File: config.mk
export PLATFORM = sky130hd
export DESIGN_NAME = mem_port_arbiter
export DESIGN_NICKNAME = d
export VERILOG_FILES = /design/src/rtl/mem_port_arbiter.sv
export SDC_FILE = /design/constraint.sdc
export NUM_CORES = 1
export LEC_CHECK = 0
export ABC_AREA = 0
export CAP_MARGIN = 20
export CORE_AREA = 2 2 107 109
export DETAILED_ROUTE_END_ITERATION = 6
export DIE_AREA = 0 0 109 111
export DONT_BUFFER_PORTS = 1
export SYNTH_ARGS = -nofsm -noshare
export SYNTH_HDL_FRONTEND = slang
export SYNTH_SLANG_ARGS = --single-unit
File: constraint.sdc
create_clock -name clk -period 3.5 [get_ports clk]
set_input_delay 0.7 -clock clk [delete_from_list [all_inputs] [get_ports clk]]
set_output_delay 0.7 -clock clk [all_outputs]
set_load 0.005 [all_outputs]
File: src/rtl/mem_port_arbiter.sv
// mem_port_arbiter
//   Shares one single-port memory between the IF fetch port and the MEM-stage
//   load/store port. One transaction is in flight at a time. The data port wins
//   ties, but after STARVE_LIMIT back-to-back data grants with a fetch waiting,
//   the fetch is forced through. A watchdog aborts a hung memory access after
//   TIMEOUT cycles and returns rdata=0 with err=1, so the pipeline never
//   deadlocks.
//
// Ports
//   clk, rst              rising-edge clock, synchronous active-high reset
//   if_req/if_addr        fetch request (held until if_valid)
//   if_rdata/if_valid     fetch response, one-cycle valid pulse
//   if_stall              if_req & ~if_valid
//   dm_req/we/addr/wdata/be  load/store request (held until dm_valid)
//   dm_rdata/dm_valid     data response, one-cycle valid pulse
//   dm_stall              dm_req & ~dm_valid
//   err                   pulses with the valid of a timed-out transaction
//   mem_req/we/addr/wdata/be  registered memory request, held until mem_ready
//   mem_ready/mem_rvalid/mem_rdata  memory accept / completion / read data
module mem_port_arbiter #(
  parameter int STARVE_LIMIT = 4,
  parameter int TIMEOUT      = 64
) (
  input  logic        clk,
  input  logic        rst,
  input  logic        if_req,
  input  logic [31:0] if_addr,
  output logic [31:0] if_rdata,
  output logic        if_valid,
  output logic        if_stall,
  input  logic        dm_req,
  input  logic        dm_we,
  input  logic [31:0] dm_addr,
  input  logic [31:0] dm_wdata,
  input  logic [3:0]  dm_be,
  output logic [31:0] dm_rdata,
  output logic        dm_valid,
  output logic        dm_stall,
  output logic        err,
  output logic        mem_req,
  output logic        mem_we,
  output logic [31:0] mem_addr,
  output logic [31:0] mem_wdata,
  output logic [3:0]  mem_be,
  input  logic        mem_ready,
  input  logic        mem_rvalid,
  input  logic [31:0] mem_rdata
);

  localparam int SW = $clog2(STARVE_LIMIT + 1);
  localparam int TW = $clog2(TIMEOUT + 1);

  typedef enum logic [1:0] {S_IDLE, S_ISSUE, S_WAIT, S_RESP} state_t;

  state_t        state_q, state_d;
  logic          owner_q, owner_d;       // 1 = data port, 0 = fetch port
  logic          mem_we_q, mem_we_d;
  logic [31:0]   mem_addr_q, mem_addr_d;
  logic [31:0]   mem_wdata_q, mem_wdata_d;
  logic [3:0]    mem_be_q, mem_be_d;
  logic [SW-1:0] starve_cnt_q, starve_cnt_d;
  logic [TW-1:0] timer_q, timer_d;
  logic [31:0]   if_rdata_q, if_rdata_d;
  logic [31:0]   dm_rdata_q, dm_rdata_d;
  logic          err_q, err_d;

  logic          starved;
  logic          timed_out;

  assign starved   = (starve_cnt_q >= SW'(STARVE_LIMIT));
  // timer_q holds the number of ISSUE/WAIT cycles already spent, so this is
  // the TIMEOUT-th such cycle.
  assign timed_out = (timer_q == TW'(TIMEOUT - 1));

  always_comb begin
    state_d      = state_q;
    owner_d      = owner_q;
    mem_we_d     = mem_we_q;
    mem_addr_d   = mem_addr_q;
    mem_wdata_d  = mem_wdata_q;
    mem_be_d     = mem_be_q;
    starve_cnt_d = starve_cnt_q;
    timer_d      = timer_q;
    if_rdata_d   = if_rdata_q;
    dm_rdata_d   = dm_rdata_q;
    err_d        = err_q;

    case (state_q)
      S_IDLE: begin
        timer_d = '0;
        err_d   = 1'b0;
        if (dm_req && (!if_req || !starved)) begin
          owner_d     = 1'b1;
          mem_we_d    = dm_we;
          mem_addr_d  = dm_addr;
          mem_wdata_d = dm_wdata;
          mem_be_d    = dm_we ? dm_be : 4'hF;
          if (if_req && !starved) starve_cnt_d = starve_cnt_q + 1'b1;
          state_d     = S_ISSUE;
        end else if (if_req) begin
          owner_d      = 1'b0;
          mem_we_d     = 1'b0;
          mem_addr_d   = if_addr;
          mem_wdata_d  = '0;
          mem_be_d     = 4'hF;
          starve_cnt_d = '0;
          state_d      = S_ISSUE;
        end
      end

      S_ISSUE, S_WAIT: begin
        timer_d = timer_q + 1'b1;
        // A completion always beats the watchdog in the same cycle.
        if (mem_rvalid && (state_q == S_WAIT || mem_ready)) begin
          if (owner_q) dm_rdata_d = mem_rdata;
          else         if_rdata_d = mem_rdata;
          state_d = S_RESP;
        end else if (timed_out) begin
          if (owner_q) dm_rdata_d = '0;
          else         if_rdata_d = '0;
          err_d   = 1'b1;
          state_d = S_RESP;
        end else if (state_q == S_ISSUE && mem_ready) begin
          state_d = S_WAIT;
        end
      end

      S_RESP: state_d = S_IDLE;

      default: state_d = S_IDLE;
    endcase
  end

  always_ff @(posedge clk) begin
    if (rst) begin
      state_q      <= S_IDLE;
      owner_q      <= 1'b0;
      mem_we_q     <= 1'b0;
      mem_addr_q   <= '0;
      mem_wdata_q  <= '0;
      mem_be_q     <= '0;
      starve_cnt_q <= '0;
      timer_q      <= '0;
      if_rdata_q   <= '0;
      dm_rdata_q   <= '0;
      err_q        <= 1'b0;
    end else begin
      state_q      <= state_d;
      owner_q      <= owner_d;
      mem_we_q     <= mem_we_d;
      mem_addr_q   <= mem_addr_d;
      mem_wdata_q  <= mem_wdata_d;
      mem_be_q     <= mem_be_d;
      starve_cnt_q <= starve_cnt_d;
      timer_q      <= timer_d;
      if_rdata_q   <= if_rdata_d;
      dm_rdata_q   <= dm_rdata_d;
      err_q        <= err_d;
    end
  end

  assign mem_req   = (state_q == S_ISSUE);
  assign mem_we    = mem_we_q;
  assign mem_addr  = mem_addr_q;
  assign mem_wdata = mem_wdata_q;
  assign mem_be    = mem_be_q;

  assign if_valid  = (state_q == S_RESP) && !owner_q;
  assign dm_valid  = (state_q == S_RESP) &&  owner_q;
  assign err       = (state_q == S_RESP) &&  err_q;
  assign if_rdata  = if_rdata_q;
  assign dm_rdata  = dm_rdata_q;

  assign if_stall  = if_req & ~if_valid;
  assign dm_stall  = dm_req & ~dm_valid;

endmodule

==> impl_metrics.ini <==
[timing]
achievable-frequency_mhz = 433
grt_setup_unrepaired = false
final.hold.worst_slack_ns = 0.406
timing.slew.headroom_pct = 47.7
tns_ns = 0
final-max-slew-violation-count = 0
total_of_endpoints_with_negative_setup_slack_in_the_final_report = 0
layout_min_cycle_time_ns = 2.31
timing_worst_slew_pin_value_ns = 0.783
hold_viol_final = 0
final_min_period_over_clock_period_pct = 66.0
final.setup_skew_ns = 0.00798

[critical_path]
worstSetupStartpointType = flip-flop
worst_path_dominant_cell_family = simple AND/OR/NAND/NOR gates
worst-path-max-fanout = 12
critical-path-top-cell-by-count = sky130_fd_sc_hd__nor2b_1
arrival_ns = 1.61
slowest_stage = sky130_fd_sc_hd__ha_1
cp_slowest_stage_delay_ns = 0.39
cp.required_ns = 2.80
crit_type = flip-flop to output port
cp.buffers_inverters = 0
worstSetupEndpointType = output port
worstPathCellList = ha_1 > nor2b_1 > nor2b_1

[detailed_routing]
drt_iter0_drc = 320
wl_um = 12900
ant_nets = 0
route.detailed.wl_per_inst_um = 19.7
vias_per_cell = 5.95
drc_errors = 0
drt_pre_antenna_iters = 5
vias = 3889

[cts]
cts_hold_buf = 0
clkLatencyLatePin_ns = 0.41
cts.path.max_buffers = 2
postCtsResizedCells = 0
ctsRootBufferMaster = sky130_fd_sc_hd__clkbuf_16
cts_num_sinks = 147
clk_pin_slew_worst_paths_ns = 0.06
cts_buffers = 17
tritoncts = built
cts-htree-levels = 4
cts_setup_buffers = 0

[run_status]
status = finished, final reports clean

[pwr]
power_report.internal_total_w = 0.00337
power.share.sequential_pct = 45.7
pwr_density_cell_nw_per_um2 = 796
irDropWorstVdd_mv = 0.334
power.share.switching_pct = 30.7
power.static_leakage_nw = 2.33
switching_power_w = 0.00150
power.share.clock_pct = 37.2
share_comb_of_total_power_pct = 17.0

[synth]
syn-cell-area_um2 = 5450
most_used_dff_post_synth = sky130_fd_sc_hd__dfxtp_1
synthDominantCellAreaShare_pct = 54.0
synth_top_area_cell = sky130_fd_sc_hd__dfxtp_1
ys_seq_elements = 147
yosysSeqAreaShare_pct = 54.0
synth_common_cells = 147 x sky130_fd_sc_hd__dfxtp_1, 76 x sky130_fd_sc_hd__nor2_1, 44 x sky130_fd_sc_hd__a32o_1
synth.most_common_cell = sky130_fd_sc_hd__dfxtp_1
synthesis.instances = 518
syn_area_per_cell_um2 = 10.5
synth_warnings = 0
number_of_enable_flip_flop_cells_after_synthesis = 0
synth.lib_cells_used.distinct = 39
async_flop_share_pct = 0
biggest_area_contributors_in_the_synthesized_netlist = sky130_fd_sc_hd__dfxtp_1 54%, sky130_fd_sc_hd__a32o_1 8.1%, sky130_fd_sc_hd__mux2i_1 6.1%
synth.net_count = 664

[floorplan]
initial_utilization_pct = 49.2
core_region_area_um2 = 11100
rows = 39
boundaryPins = 278
dieArea_um2 = 12100
die-height_um = 111
die_width_um = 109

[grt]
grt_pass1_wl_um = 19400
grt_start_max_net_pins = 87
grt_pass1_vias = 3769
grt_remaining_overflow = 0
number_of_antenna_violations_at_the_first_check_in_global_routing = 0
track_usage_pct = 20.7

[hold_path]
holdCritPathClass = input pin to flip-flop

[place]
post-dp-hpwl_um = 8980
postPlaceCellArea_um2 = 5520
finalWeightedCongestion = 0.787
numPortBuffers = 0

[finish]
finish.net_count = 644
design_area_um2 = 6120
post_route_cells_drive_above_1_share_pct = 10.8
areaGrowthSynthToFinish_pct = 12.2
antenna_cells = 0
final_core_utilization_pct = 55.2

[flow_run]
timing.max_cap.violations = 0
[kinds of logic (layout without fill, tap and decap cells)]
logic type,count (synthesis),after routing,synth area share (%)
multiplexers,33,33,6.06
XOR/XNOR,5,5,0.804
AO/OA/AOI/OAI,152,152,23.5
buffers and inverters,57,50,4.64
adder cells (fa/ha/maj),7,7,1.61
AND/OR/NAND/NOR,117,117,9.41
flip-flops,147,147,54.0
[per-layer routing]
metal / vias up / wire (µm) / global-route usage (%)
met5: - / 0 / 0
met4: 0 / 185 / 7.69
met3: 17 / 1400 / 9.11
met2: 198 / 6450 / 35.7
met1: 1786 / 4840 / 21.9
li1: 1888 / - / -
[path summary, 6_finish.rpt]
path	slack, ns	startpoint	to	cells past startpoint
setup / recovery	1.19	state_q[1]	if_stall	3
hold / removal	0.41	rst	mem_addr[23]	1
setup reg to reg	1.19	state_q[0]	mem_addr[20]	6
hold reg to reg	0.48	starve_cnt_q[1]	starve_cnt_q[1]	2
[layout make-up]
| cell class | count | area, µm² |
|---|---|---|
| multi-input cells | 314 | 2300 |
| fillers | 926 | 4960 |
| clock inverters | 14 | 165 |
| clock buffers | 18 | 429 |
| inverters | 9 | 33.8 |
| repair buffers | 9 | 67.6 |
| well taps | 143 | 179 |
| flip-flops and latches | 147 | 2940 |
[state kept, by name, summed over array words and instances, names as in the netlist, 2 cells and up]
register / cells
if_rdata: 32
timer_q: 7
mem_wdata: 32
starve_cnt_q: 3
mem_addr: 32
state_q: 2
mem_be: 4
dm_rdata: 32
[through the flow]
step           total power (W)  std cells  setup slack (ns)
6_report               0.00487        654              1.19
5_1_grt                0.00513        654             0.875
4_1_cts                0.00492        654              1.14
3_5_place_dp           0.00311        622              1.14
3_3_place_gp           0.00307        622              1.25
2_1_floorplan          0.00289        518              1.63
[power by group through the flow]
stage | sequential, W | combinational [W] | clock (W)
floorplan | 0.00218 | 0.000712 | 0
global placement | 0.00227 | 0.000805 | 0
detailed placement | 0.00227 | 0.000840 | 0
CTS | 0.00223 | 0.000839 | 0.00185
global route | 0.00226 | 0.000939 | 0.00192
finish | 0.00223 | 0.000829 | 0.00181
[cell usage in the layout (no fill, tap or decap), drive strengths merged, types with 3 or more instances in the layout]
master,n
clkbuf,18
o221a,4
a32o,44
a22oi,32
o21ai,3
nor2,76
a22o,20
a21oi,8
a31oi,3
dfxtp,147
buf,9
ha,7
xnor2,3
nand4,3
mux2i,33
nand2,13
nor2b,15
inv,16
clkinv,3
and2,3
a211oi,32
Power figures use the tool's default switching activity.
